===== config.mk =====
export PLATFORM = sky130hd
export DESIGN_NAME = fifo_rr_arbiter
export DESIGN_NICKNAME = d
export VERILOG_FILES = /design/src/rtl/fifo_pkg.sv /design/src/rtl/fifo_rr_arbiter_rr_pick.sv /design/src/rtl/fifo_rr_arbiter.sv
export SDC_FILE = /design/constraint.sdc
export NUM_CORES = 1
export LEC_CHECK = 0
export ABC_CLOCK_PERIOD_IN_PS = 2300
export BUFFER_PORTS_ARGS = -buffer_cell sky130_fd_sc_hd__buf_2
export CAP_MARGIN = 20
export CORE_MARGIN = 2
export CORE_UTILIZATION = 39
export CTS_BUF_LIST = sky130_fd_sc_hd__clkbuf_16
export DETAILED_ROUTE_END_ITERATION = 8
export PLACE_DENSITY_LB_ADDON = 0.05
export SLEW_MARGIN = 20
export SYNTH_ARGS = -nofsm -noshare
export SYNTH_HDL_FRONTEND = slang
export SYNTH_SLANG_ARGS = --single-unit

===== constraint.sdc =====
create_clock -name clk -period 2.3 [get_ports clk]
set_input_delay 0.23 -clock clk [delete_from_list [all_inputs] [get_ports clk]]
set_output_delay 0.23 -clock clk [all_outputs]
set_load 0.005 [all_outputs]

===== src/rtl/fifo_pkg.sv =====
// Shared definitions for the FIFO write-port arbiter: FSM state encoding,
// the geometry of the downstream FIFO, and the rotation helper.
package fifo_pkg;

    localparam int FIFO_DEPTH = 16;
    localparam int FIFO_DW    = 8;

    // IDLE: no grant held, arbitration happens here.
    // BURST: one producer owns the FIFO write port.
    typedef enum logic {
        IDLE  = 1'b0,
        BURST = 1'b1
    } arb_state_t;

    // Wrap a rotation candidate back into 0..n-1. Candidates never reach 2*n,
    // so one conditional subtract covers non-power-of-2 counts as well.
    function automatic int rr_wrap(input int idx, input int n);
        return (idx >= n) ? idx - n : idx;
    endfunction

endpackage


===== src/rtl/fifo_rr_arbiter_rr_pick.sv =====
// Rotating-priority encoder: finds the first set request after `last`,
// wrapping modulo NUM_REQ. Purely combinational.
module rr_pick
    import fifo_pkg::*;
#(
    parameter int NUM_REQ = 4,
    parameter int GW      = $clog2(NUM_REQ)
) (
    input  logic [NUM_REQ-1:0] req,
    input  logic [GW-1:0]      last,
    output logic [GW-1:0]      idx,
    output logic               any
);

    // Scan from the farthest candidate down to last+1 so the nearest
    // requester after `last` is the final one to overwrite idx.
    always_comb begin
        int          cand;
        logic [GW-1:0] cand_idx;
        idx      = '0;
        any      = 1'b0;
        cand     = 0;
        cand_idx = '0;
        for (int i = NUM_REQ; i >= 1; i--) begin
            cand     = rr_wrap(int'(last) + i, NUM_REQ);
            cand_idx = GW'(cand);
            if (req[cand_idx]) begin
                idx = cand_idx;
                any = 1'b1;
            end
        end
    end

endmodule


===== src/rtl/fifo_rr_arbiter.sv =====
// Round-robin write arbiter in front of a FIFO write port. One producer at a
// time owns the port; its beats pass combinationally to write_en/data_in,
// gated by the FIFO full flag. Bursts end on last, on the MAX_BURST cap, or
// when the granted producer drops valid for a cycle.
//
// Handshake: a beat moves when req_valid[g] && req_ready[g] are both high in
// the same cycle; req_ready[g] depends only on state, grant_id and fifo_full,
// never on req_valid, and producers hold data stable until it is accepted.
module fifo_rr_arbiter
    import fifo_pkg::*;
#(
    parameter int NUM_REQ   = 4,
    parameter int DATA_W    = FIFO_DW,
    parameter int MAX_BURST = 4,
    parameter int GW        = $clog2(NUM_REQ),
    parameter int CW        = $clog2(MAX_BURST + 1)
) (
    input  logic                      clk,
    input  logic                      rst,
    input  logic [NUM_REQ-1:0]        req_valid,
    input  logic [NUM_REQ-1:0]        req_last,
    input  logic [NUM_REQ*DATA_W-1:0] req_data,
    output logic [NUM_REQ-1:0]        req_ready,
    input  logic                      fifo_full,
    output logic                      fifo_write_en,
    output logic [DATA_W-1:0]         fifo_data_in,
    output logic                      grant_active,
    output logic [GW-1:0]             grant_id,
    output logic [CW-1:0]             beat_cnt
);

    // beat_cnt value at which the next accepted beat reaches the cap
    localparam logic [CW-1:0] CAP_M1 = CW'(MAX_BURST - 1);

    arb_state_t        state;
    logic [GW-1:0]     last_grant;
    logic [GW-1:0]     pick_idx;
    logic              pick_any;
    logic              valid_g;
    logic              last_g;
    logic [DATA_W-1:0] data_g;
    logic              ready_g;
    logic              accept;
    logic              cap_hit;

    rr_pick #(
        .NUM_REQ (NUM_REQ),
        .GW      (GW)
    ) u_pick (
        .req  (req_valid),
        .last (last_grant),
        .idx  (pick_idx),
        .any  (pick_any)
    );

    // Select the granted producer's valid/last/data lanes.
    always_comb begin
        valid_g = 1'b0;
        last_g  = 1'b0;
        data_g  = '0;
        for (int k = 0; k < NUM_REQ; k++) begin
            if (grant_id == GW'(k)) begin
                valid_g = req_valid[k];
                last_g  = req_last[k];
                data_g  = req_data[k*DATA_W +: DATA_W];
            end
        end
    end

    // Ready is withheld while reset is high so a beat in the reset cycle is
    // dropped even before the state register has settled.
    assign ready_g = (state == BURST) && !fifo_full && !rst;
    assign accept  = ready_g && valid_g;
    assign cap_hit = (beat_cnt == CAP_M1);

    // Only the grantee ever sees ready.
    always_comb begin
        req_ready = '0;
        for (int k = 0; k < NUM_REQ; k++) begin
            req_ready[k] = ready_g && (grant_id == GW'(k));
        end
    end

    assign fifo_write_en = accept;
    assign fifo_data_in  = accept ? data_g : '0;
    assign grant_active  = (state == BURST);

    // Arbitration FSM: pick in IDLE, stream beats in BURST, release on
    // last / cap / producer gap. Backpressure (full with valid) holds.
    always_ff @(posedge clk or posedge rst) begin
        if (rst) begin
            state      <= IDLE;
            grant_id   <= '0;
            last_grant <= GW'(NUM_REQ - 1);
            beat_cnt   <= '0;
        end else begin
            case (state)
                IDLE: begin
                    if (pick_any) begin
                        grant_id <= pick_idx;
                        beat_cnt <= '0;
                        state    <= BURST;
                    end
                end
                BURST: begin
                    if (accept) begin
                        beat_cnt <= beat_cnt + CW'(1);
                        if (last_g || cap_hit) begin
                            state      <= IDLE;
                            last_grant <= grant_id;
                        end
                    end else if (!valid_g) begin
                        state      <= IDLE;
                        last_grant <= grant_id;
                    end
                end
                default: state <= IDLE;
            endcase
        end
    end

endmodule


=== Yosys cells after proc, flatten, opt, wreduce, memory -nomap -nowiden ===
Cells that the tools add are included.
Widths: inputs -> output; s select.

* RAM bits: 0
* Word-level logic and storage cells: 88
* Memories kept: 0
* Bits in latches: 0
* Input bits: 43
* Output and inout bits: 19
* Bits in read-only memories: 0
* Register bits: 8

* $add $sub $neg: 9
* Divide/modulo/power cells: 0
* Order comparisons: 8
* Multiplexer cells: 44
* Multiply operators: 0
* Reduce and logical (&&, ||, !) cells: 14
* Equal/unequal tests: 8
* Bitwise operators: 1
* Shift operators: 0

{| class="wikitable"
|+ Operator list
! operator !! count
|-
| $mux 8 || 5
|-
| $mux 2 || 11
|-
| $mux 1 || 20
|-
| $lt 2x3->1 const B || 4
|-
| $ge 3x3->1 const B || 3
|-
| $bmux 1 s2 || 4
|-
| $sub 2x1->2 const B || 4
|-
| $logic_and 1x1->1 || 7
|-
| $add 2x2->3 const B || 2
|-
| $mux 3 || 2
|-
| $ne 2x1->1 const B || 3
|-
| $pmux 3 s2 || 1
|-
| $add 2x3->4 const B || 1
|-
| $eq 2x2->1 const B || 2
|-
| $ge 4x3->1 const B || 1
|-
| $reduce_and 2->1 || 2
|-
| $add 2x1->3 const B || 1
|-
| $add 3x1->3 const B || 1
|-
| $eq 3x2->1 const B || 1
|-
| $reduce_and 3->1 || 1
|-
| $eq 2x1->1 const B || 1
|-
| $logic_not 1->1 || 2
|-
| $logic_not 2->1 || 1
|-
| $ne 2x2->1 const B || 1
|-
| 3 further kinds || 3
|}

=== Longest topological paths before layout ===
Gate-level depths: netlist of the first run.

* Word-level depth: 11
* Depth in mapped cells: 6
* Depth with buffers taken out: 6

=== Cells and area by module ===
Synthesis of the first run repeated with hierarchy kept, for this count alone.

* Cell total of the unflattened synthesis: 85
* Area total of the unflattened synthesis: 833.3 µm²

{| class="wikitable"
|+ By module, submodules not included
! module !! area each (µm²) !! instances !! sequential area each (µm²) !! cells each
|-
| fifo_rr_arbiter || 742.0 || 1 || 202.7 || 71
|-
| rr_pick || 91.3 || 1 || 0.0 || 14
|}

=== Worst setup path before layout of the first run ===
OpenSTA, ideal clock, no wires.

* Path type: reg-to-output
* Start: reg grant_id[0]
* End: out fifo_data_in[3]
* Stages on the path, launching flop included: 5
* Data arrival time: 1420 ps
* Slack: 650 ps
* Data required time: 2070 ps
* Path buffers: 2
* Cell sequence: dfrtp_1 -> buf_6 -> buf_2 -> mux4_2 -> and3_1

* Longest elaborated chain between the ends: 7
* Elaborated cells between the ends (all ways): 14
* Classes of those cells: eq/ne: 3; mux: 9; reduce/logical: 2

{| class="wikitable"
|+ RTL lines
! item !! line !! RTL
|-
| from (decl) || fifo_rr_arbiter.sv:28 || <nowiki>output logic [GW-1:0] grant_id,</nowiki>
|-
| from (signal assigned) || fifo_rr_arbiter.sv:100 || <nowiki>grant_id <= pick_idx;</nowiki>
|-
| $logic_not 2->1 || fifo_rr_arbiter.sv:62 || <nowiki>if (grant_id == GW'(k)) begin</nowiki>
|-
| $mux 1 (4 in series) || fifo_rr_arbiter.sv:62 ||
|-
| $logic_and 1x1->1 || fifo_rr_arbiter.sv:73 || <nowiki>assign accept = ready_g && valid_g;</nowiki>
|-
| $mux 8 * || fifo_rr_arbiter.sv:85 || <nowiki>assign fifo_data_in = accept ? data_g : '0;</nowiki>
|-
| to (decl) || fifo_rr_arbiter.sv:26 || <nowiki>output logic [DATA_W-1:0] fifo_data_in,</nowiki>
|}

Mark *: on every way between the ends. The rest lies on a longest branch, timed or not.

=== Final worst setup path of the first run ===
* Start: in rst
* End: out req_ready[2]

* Longest elaborated chain between the ends: 3

{| class="wikitable"
|+ RTL lines
! item !! line !! RTL
|-
| from (decl) || fifo_rr_arbiter.sv:19 || <nowiki>input logic rst,</nowiki>
|-
| $logic_not 1->1 (no line) || - ||
|-
| $logic_and 1x1->1 || fifo_rr_arbiter.sv:72 || <nowiki>assign ready_g = (state == BURST) && !fifo_full && !rst;</nowiki>
|-
| $logic_and 1x1->1 || fifo_rr_arbiter.sv:80 || <nowiki>req_ready[k] = ready_g && (grant_id == GW'(k));</nowiki>
|-
| to (decl) || fifo_rr_arbiter.sv:23 || <nowiki>output logic [NUM_REQ-1:0] req_ready,</nowiki>
|}

No other way between the ends.

==> flow_metrics.py, run 1 <==
metrics = {
    "yosys": {
        "synth_cell_type_count": 31,
        "synth_top_cell_by_area": "mux4_2",
        "synth-seq-cells": 8,
        "async_flop_share_pct": 100,
        "synthTopCellsByArea": "mux4_2 25%, dfrtp_1 19%, and3_1 7.0%",
        "synth_nets": 129,
        "synth_flop_cell": "dfrtp_1",
        "yosys_warnings": 0,
        "synthCells": 84,
        "avgSynthCellArea_um2": 9.55,
        "synth.cell_area_um2": 802,
        "synth_enable_flop_cells": 0,
        "synth_top_area_share_pct": 25.3,
        "synth-seq-area-share_pct": 25.3,
    },
    "final_layout": {
        "final_common_cell": "buf_2",
        "most-common-layout-cells": "61 x buf_2, 9 x mux4_2, 9 x and3_1",
        "fin_nets": 191,
        "drive_gt1_share_pct": 57.9,
        "n_antenna_cell": 0,
        "instances_no_fill": 172,
        "syn_to_final_growth_pct": 51.0,
    },
    "sta": {
        "setup_violations": 0,
        "holdWs_ps": 336,
        "finalCriticalPeriod_ps": 2050,
        "tightest_slew_ps": 446,
        "worst_slew_margin_rel_pct": 70.0,
        "setup_tns_ps": 0,
        "min_period_over_period_pct": 89.3,
        "fin_skew_ps": 2.71,
        "finalHoldViolCount": 0,
        "max_freq_ghz": 0.487,
        "maxSlewViolCount": 0,
        "rsz0062_at_grt": "false",
    },
    "power": {
        "p_int_mw": 0.786,
        "power_frac_clock_pct": 24.0,
        "p_leak_nw": 0.663,
        "pwr-share-comb_pct": 51.9,
        "p_sw_share_pct": 35.2,
        "seq_power_share_pct": 24.2,
        "switchingPower_mw": 0.427,
        "finalPower_mw": 1.21,
        "power.density_nw_per_um2": 1000,
        "vdd_drop_max_mv": 0.805,
    },
    "routing": {
        "via_count": 881,
        "drc_errors": 0,
        "postRouteAntennaNets": 0,
        "wire_per_inst_um": 13.1,
        "dr_wl_met2_mm": 1.10,
        "vias_per_cell": 5.12,
        "highest_layer": "met4",
        "wl_met1_um": 927,
        "routed_wl_mm": 2.26,
        "drt_iter0_markers": 16,
        "met3WireLength_um": 223,
        "drtPass1Iterations": 4,
    },
    "cts": {
        "numCtsBuffers": 3,
        "cts_tree": "yes",
        "clk_pin_slew_ps": 40,
        "clock_sinks": 8,
        "clock_latency_ps": 230,
        "cts_resized": 0,
        "clockRootBuffer": "clkbuf_16",
        "h-tree-depth": 1,
        "clockBufferDepth": 2,
    },
    "run_status": {
        "status": "finished clean",
    },
    "die": {
        "die_area_um2": 2440,
        "fp.dieW_um": 49.4,
        "core_area_um2": 1940,
        "start_util_pct": 41.3,
        "rows": 16,
        "io_pins": 62,
        "die_height_um": 49.4,
    },
    "critical_path": {
        "slowest_stage": "dlygate4sd3_1",
        "path_cells": "dlygate4sd3_1 > buf_2 > nor3b_1 > buf_4 > nand2_1 > nor2_1 > buf_2",
        "critPathBufInv": 4,
        "critPathMaxStageDelay_ps": 540,
        "cp.arrival_ps": 1820,
        "cpMostUsedCell": "buf_2",
        "cp_data_required_time_ps": 2070,
        "crit_type": "in -> out",
        "cp_top_family": "buffers and inverters",
        "crit_path_start_kind": "input pin",
        "critPathCaptureType": "primary output",
        "path_max_fanout": 10,
    },
    "hold_path": {
        "hold_path_class": "in -> reg",
    },
    "global_route": {
        "grt_first_pass_wirelength_mm": 3.62,
        "grt_pass1_vias": 784,
        "antenna_found_initial": 0,
        "overflow": 0,
        "grt_max_degree": 17,
        "grt_use_total_pct": 19.0,
    },
    "placement": {
        "place_hpwl_mm": 1.83,
        "port_buffers": 61,
        "dpl.cell_count": 167,
        "gp_congestion": 0.777,
    },
    "flow_run": {
        "maxCapViolCount": 0,
    },
}
[Yosys cell counts, drive strengths merged (2+ instances only)]
| master | n |
|---|---|
| a21oi | 3 |
| and3 | 9 |
| buf | 5 |
| clkbuf | 3 |
| dfrtp | 6 |
| dfstp | 2 |
| ha | 2 |
| inv | 5 |
| mux2 | 2 |
| mux2i | 3 |
| mux4 | 9 |
| nand2 | 8 |
| nand3 | 4 |
| nor2 | 7 |
| nor3b | 2 |
| o21ai | 3 |
[layout make-up]
type                            instances  area [um2]
Fill cell                             188         731
Tap cell                               27        33.8
Inverter                                5        18.8
Sequential cell                         8         203
Clock buffer                            3        75.1
Clock inverter                          1        3.75
Multi-Input combinational cell         63         539
Timing Repair Buffer                   65         338
[what timing repair did]
action	in CTS	in global routing
endpoints found under the hold margin	6	0
hold buffers	1	0
setup buffers	0	0
[metrics by stage]
| step | utilization (%) | setup WS [ps] | cell area, um2 |
|---|---|---|---|
| finish | 62.4 | 246 | 1210 |
| global route | 62.4 | 148 | 1210 |
| CTS | 62.4 | 234 | 1210 |
| detailed placement | 57.8 | 574 | 1120 |
| global placement | 57.8 | 614 | 1120 |
| floorplan | - | 650 | 802 |
[cells by family after synthesis]
| logic type | synth area share [%] |
|---|---|
| adder cells (fa/ha/maj) | 3.12 |
| flip-flops | 25.3 |
| AO/OA/AOI/OAI | 10.1 |
| AND/OR/NAND/NOR | 22.2 |
| buffers and inverters | 7.49 |
| multiplexers | 31.8 |
[sequential cells by signal, indices dropped and copies added (netlist names)]
register      cells
grant_active      1
grant_id          2
last_grant        2
beat_cnt          3
[worst register-to-register path: stages, from the launching register on]
cell	delay, ps
dfrtp_1	410
ha_1	220
ha_1	200
nand3b_1	150
a31oi_1	320
mux2_2	380
[worst paths after layout]
| check | from | end | slack, ps | depth (start not counted) |
|---|---|---|---|---|
| max | rst | req_ready[2] | 250 | 7 |
| min | fifo_full | beat_cnt[1] | 340 | 4 |
| max reg2reg | beat_cnt[0] | last_grant[0] | 540 | 5 |
| min reg2reg | beat_cnt[2] | beat_cnt[2] | 530 | 2 |
| max in group asynchronous | rst | last_grant[0] | 1500 | 3 |
| min in group asynchronous | rst | beat_cnt[1] | 520 | 3 |
[power groups by stage]
stage	sequential [mW]	clock (mW)	combinational (mW)
2_1_floorplan	0.246	0	0.517
3_3_place_gp	0.291	0	0.621
3_5_place_dp	0.294	0	0.631
4_1_cts	0.292	0.294	0.633
5_1_grt	0.308	0.304	0.695
6_report	0.293	0.291	0.629
[per-layer routing]
layer  vias to the layer above  track usage, %
met3                         2            3.37
met4                         0            4.29
met5                         -               0
met2                        46            32.4
met1                       399            24.9
li1                        434               -
Note: power is estimated with default switching activity, not from simulation.
==> inputs of run 2 (changes only) <==
--- a/config.mk
+++ b/config.mk
@@ -8,9 +8,11 @@
 export ABC_CLOCK_PERIOD_IN_PS = 2300
 export BUFFER_PORTS_ARGS = -buffer_cell sky130_fd_sc_hd__buf_2
 export CAP_MARGIN = 20
+export CORE_ASPECT_RATIO = 0.9
 export CORE_MARGIN = 2
 export CORE_UTILIZATION = 39
 export CTS_BUF_LIST = sky130_fd_sc_hd__clkbuf_16
+export CTS_CLUSTER_SIZE = 30
 export DETAILED_ROUTE_END_ITERATION = 8
 export PLACE_DENSITY_LB_ADDON = 0.05
 export SLEW_MARGIN = 20
==> run 2 against run 1 <==
Sequential power is 7.8% lower. Clock power is 1% higher. Worst setup slack better by 58 ps. Non-clock buffer count stayed put. Routed wire length is 9.1% lower. Clock skew is 0.85 ps lower. Via count is 0.91% higher. Sequential cell count stayed put. Highest routed layer unchanged. First-iteration DRC count is 13% higher. Register-to-register slack better by 30 ps. Design area is 0.21% lower. Largest cell class unchanged. Global-route usage is 2.5 points lower.
==> flow_metrics.py, run 2 (synthesized netlist as in run 1, its figures left out) <==
metrics = {
    "run_status": {
        "status": "finished clean",
    },
    "cts": {
        "cts_tree": "yes",
        "h-tree-depth": 1,
        "numCtsBuffers": 3,
        "clock_sinks": 8,
        "clk_pin_slew_ps": 40,
        "clockBufferDepth": 2,
        "postCtsSetupRepairBufs": 0,
        "clockRootBuffer": "clkbuf_16",
        "clock_latency_ps": 230,
    },
    "routing": {
        "wire_per_inst_um": 12.1,
        "vias_per_cell": 5.23,
        "postRouteAntennaNets": 0,
        "drc_errors": 0,
        "drt_iter0_markers": 18,
        "routed_wl_mm": 2.06,
        "drtPass1Iterations": 4,
        "via_count": 889,
    },
    "final_layout": {
        "stdcell_area_um2": 1210,
        "most-common-layout-cells": "61 x buf_2, 9 x mux4_2, 9 x and3_1",
        "n_antenna_cell": 0,
        "top_regs": "beat_cnt (3), grant_id (2), last_grant (2)",
        "fin_nets": 191,
        "final_common_cell": "buf_2",
        "regMostFlops": "beat_cnt",
        "drive_gt1_share_pct": 57.9,
        "largest_reg_flops": 3,
        "syn_to_final_growth_pct": 50.7,
    },
    "placement": {
        "port_buffers": 61,
        "gp_congestion": 0.758,
        "placed_cell_area_um2": 1120,
        "place_hpwl_mm": 1.68,
    },
    "hold_path": {
        "hold_path_class": "in -> reg",
    },
    "die": {
        "rows": 15,
        "die_area_um2": 2440,
        "die_height_um": 47.0,
        "start_util_pct": 41.5,
        "io_pins": 62,
        "core_area_um2": 1930,
        "fp.dieW_um": 51.8,
    },
    "global_route": {
        "antenna_found_initial": 0,
        "grt_first_pass_wirelength_mm": 3.02,
        "grt_max_degree": 18,
        "overflow": 0,
        "grt_use_total_pct": 16.5,
        "grt_pass1_vias": 694,
    },
    "sta": {
        "maxSlewViolCount": 0,
        "fin_skew_ps": 1.86,
        "setup_tns_ps": 0,
        "rsz0062_at_grt": "false",
        "min_period_over_period_pct": 86.8,
        "setup_violations": 0,
        "max_freq_ghz": 0.501,
        "tightest_slew_ps": 459,
        "finalCriticalPeriod_ps": 2000,
        "worst_slew_margin_rel_pct": 69.1,
        "finalHoldViolCount": 0,
    },
    "critical_path": {
        "cp_data_required_time_ps": 2070,
        "worstReg2RegEnd": "last_grant[1]",
        "endpoint": "fifo_data_in[0]",
        "path_max_fanout": 10,
        "cp.arrival_ps": 1770,
        "rr_startpoint": "beat_cnt[0]",
        "ff2ff_path_depth": 5,
        "crit_path_start": "rst",
        "critPathCaptureType": "primary output",
        "ff2ff_setup_slack_ps": 570,
        "crit_type": "in -> out",
        "crit_path_start_kind": "input pin",
    },
    "flow_run": {
        "maxCapViolCount": 0,
    },
    "power": {
        "vdd_drop_max_mv": 1.00,
        "power.density_nw_per_um2": 996,
        "p_leak_nw": 0.663,
    },
}
==> run 2: where the power goes <==
part / internal (mW) / total [mW] / switching (mW)
Combinational: 0.350 / 0.639 / 0.289
Sequential: 0.210 / 0.270 / 0.0606
Clock: 0.226 / 0.295 / 0.0682
Total: 0.786 / 1.20 / 0.417
==> run 2: cell type report <==
type,count,area (um2)
Clock inverter,1,3.75
Inverter,5,18.8
Clock buffer,3,75.1
Sequential cell,8,203
Fill cell,159,724
Tap cell,25,31.3
Multi-Input combinational cell,63,539
Timing Repair Buffer,65,338
==> run 2: critical path, cell delays in order <==
cell and delay, ps:
dlygate4sd3_1 540, buf_2 140, nor3b_1 350, buf_4 240
and3_1 160, buf_2 110
==> run 2: how the worst min path moves through the flow <==
stage / startpoint / to / depth (start not counted)
final: fifo_full / beat_cnt[1] / 4
after global placement: rst / grant_active / 2
after CTS: fifo_full / beat_cnt[1] / 4
after floorplan: rst / beat_cnt[0] / 1
after global routing: fifo_full / beat_cnt[1] / 4
after detailed placement: rst / grant_active / 2
==> run 2: timing repair <==
item	4_1_cts	5_1_grt
hold endpoints to repair	6	0
hold buffers	1	0
gates resized for setup	0	0
==> run 2: metrics by stage <==
step / util, % / std cells / hold slack, ps / setup WS (ps) / power (mW)
after floorplan: - / 84 / 44.2 / 650 / 0.763
after global placement: 57.9 / 165 / 212 / 591 / 0.910
after detailed placement: 57.9 / 165 / 209 / 543 / 0.919
after CTS: 62.5 / 170 / 325 / 310 / 1.22
after global routing: 62.5 / 170 / 380 / 194 / 1.30
final: 62.5 / 170 / 327 / 304 / 1.20
==> run 2: per-layer routing <==
layer | vias up | global-route usage (%) | routed length, um
met4 | 0 | 4.74 | 17
met3 | 2 | 2.87 | 177
li1 | 435 | - | -
met5 | - | 0 | 0
met1 | 413 | 19.9 | 855
met2 | 39 | 30.8 | 1000
==> inputs of run 3 (changes only) <==
--- a/config.mk
+++ b/config.mk
@@ -6,7 +6,7 @@
 export NUM_CORES = 1
 export LEC_CHECK = 0
 export ABC_CLOCK_PERIOD_IN_PS = 2300
-export BUFFER_PORTS_ARGS = -buffer_cell sky130_fd_sc_hd__buf_2
+export BUFFER_PORTS_ARGS = -buffer_cell sky130_fd_sc_hd__clkbuf_2
 export CAP_MARGIN = 20
 export CORE_ASPECT_RATIO = 0.9
 export CORE_MARGIN = 2
==> run 3 against run 2 <==
Routed wire length grew 2.3%. Critical path type unchanged. Clock power grew 2%. Design area is the same. Critical endpoint unchanged. Largest power group unchanged. Global-route usage grew 0.058 points. Sequential power is essentially flat. Maximum frequency shrank 1.6%.
==> flow_metrics.py, run 3 (synthesized netlist as in run 1, its figures left out) <==
metrics = {
    "critical_path": {
        "crit_path_start_kind": "input pin",
        "critPathBufInv": 4,
        "rr_startpoint": "beat_cnt[0]",
        "path_cells": "dlygate4sd3_1 > clkbuf_2 > nor3b_1 > buf_4 > and3_1 > clkbuf_2",
        "slowest_stage": "dlygate4sd3_1",
        "ff2ff_setup_slack_ps": 570,
        "crit_type": "in -> out",
        "critPathMaxStageDelay_ps": 550,
        "cpMostUsedCell": "clkbuf_2",
        "critPathCaptureType": "primary output",
        "cp_top_family": "buffers and inverters",
        "ff2ff_path_depth": 5,
        "cp.arrival_ps": 1800,
        "cp_data_required_time_ps": 2070,
        "worstReg2RegEnd": "last_grant[0]",
        "path_max_fanout": 10,
        "crit_path_start": "rst",
    },
    "routing": {
        "postRouteAntennaNets": 0,
        "wire_per_inst_um": 12.4,
        "drtPass1Iterations": 5,
        "routed_wl_mm": 2.10,
        "vias_per_cell": 5.11,
        "drt_iter0_markers": 15,
        "via_count": 868,
        "drc_errors": 0,
    },
    "sta": {
        "worst_slew_margin_rel_pct": 68.1,
        "finalCriticalPeriod_ps": 2030,
        "setup_violations": 0,
        "rsz0062_at_grt": "false",
        "setup_ws_ps": 272,
        "setup_tns_ps": 0,
        "maxSlewViolCount": 0,
        "max_freq_ghz": 0.493,
        "fin_skew_ps": 2.34,
        "min_period_over_period_pct": 88.2,
        "finalHoldViolCount": 0,
        "tightest_slew_ps": 474,
    },
    "cts": {
        "clock_latency_ps": 240,
        "cts_tree": "yes",
        "clockRootBuffer": "clkbuf_16",
        "cts_resized": 0,
        "clk_pin_slew_ps": 40,
        "clockBufferDepth": 2,
        "clock_sinks": 8,
        "numCtsBuffers": 3,
        "h-tree-depth": 1,
        "postCtsSetupRepairBufs": 0,
    },
    "power": {
        "p_leak_nw": 0.660,
        "finalPower_mw": 1.21,
        "power.density_nw_per_um2": 1000,
        "vdd_drop_max_mv": 0.690,
    },
    "die": {
        "rows": 15,
        "fp.dieW_um": 51.8,
        "start_util_pct": 41.5,
        "core_area_um2": 1930,
        "die_area_um2": 2440,
        "io_pins": 62,
        "die_height_um": 47.0,
    },
    "global_route": {
        "grt_pass1_vias": 666,
        "overflow": 0,
        "grt_max_degree": 18,
        "globalRouteMet2Util_pct": 30.0,
        "grt.met1_usage_pct": 18.9,
        "grt_use_total_pct": 16.5,
        "use_met3_pct": 3.82,
        "grt_first_pass_wirelength_mm": 2.92,
        "grt.busiest_layer": "met2",
        "antenna_found_initial": 0,
    },
    "final_layout": {
        "fillers": 158,
        "regMostFlops": "beat_cnt",
        "largest_reg_flops": 3,
        "final_common_cell": "clkbuf_2",
        "drive_gt1_share_pct": 57.9,
        "syn_to_final_growth_pct": 50.7,
        "n_antenna_cell": 0,
        "most-common-layout-cells": "61 x clkbuf_2, 9 x mux4_2, 9 x and3_1",
        "instances_no_fill": 170,
        "stdcell_area_um2": 1210,
        "top_regs": "beat_cnt (3), grant_id (2), last_grant (2)",
        "fin_nets": 191,
    },
    "run_status": {
        "status": "finished clean",
    },
    "hold_path": {
        "hold_path_class": "in -> reg",
        "holdPathEnd": "beat_cnt[1]",
        "worstHoldStart": "fifo_full",
        "hold_path_depth": 4,
    },
    "placement": {
        "gp_congestion": 0.758,
        "port_buffers": 61,
        "placed_cell_area_um2": 1120,
        "place_ws_ps": 553,
        "dpl.cell_count": 165,
        "place_hpwl_mm": 1.66,
    },
    "flow_run": {
        "maxCapViolCount": 0,
    },
}
## run 3: cell count changes in the layout (fill, tap and decap cells not counted)
cell,change
buf_2,-61
clkbuf_2,+61
## run 3: worst max-delay path by stage
stage / to / slack, ps / cells past startpoint
after floorplan: fifo_data_in[3] / 650 / 4
after global placement: fifo_data_in[0] / 600 / 4
after detailed placement: last_grant[0] / 550 / 5
after CTS: fifo_data_in[0] / 290 / 6
after global routing: req_ready[3] / 140 / 6
final: fifo_data_in[0] / 270 / 6
## run 3: cell type report
type / instances / area (um2) / area share, %
repair buffers: 65 / 338 / 28.0
clock buffers: 3 / 75.1 / 6.21
multi-input cells: 63 / 539 / 44.6
clock inverters: 1 / 3.75 / 0.311
inverters: 5 / 18.8 / 1.55
well taps: 25 / 31.3 / 2.59
flip-flops and latches: 8 / 203 / 16.8
## run 3: timing repair
item                                   CTS  global route
setup endpoints to repair                0             0
endpoints found under the hold margin    6             0
hold buffers                             1             0
## run 3: worst register-to-register path, stage by stage, from the launching register on
cell and delay [ps]:
dfrtp_1 410, ha_1 210, ha_1 190, nand3b_1 150, a31oi_1 320, mux2_2 380
## run 3: through the flow
stage | hold slack, ps | util (%)
6_report | 328 | 62.5
5_1_grt | 383 | 62.5
4_1_cts | 330 | 62.5
3_3_place_gp | 201 | 57.9
2_1_floorplan | 44.2 | -
3_5_place_dp | 199 | 57.9
## run 3: where the power goes
part	internal, mW	switching [mW]	leakage (nW)
clock	0.227	0.0740	0.0423
sequential	0.210	0.0619	0.0976
combinational	0.350	0.290	0.520
## run 3: routing by layer
| layer | up-vias | routed length (um) |
|---|---|---|
| met5 | - | 0 |
| met3 | 4 | 163 |
| met4 | 0 | 21 |
| met1 | 391 | 925 |
| met2 | 39 | 994 |
| li1 | 434 | - |
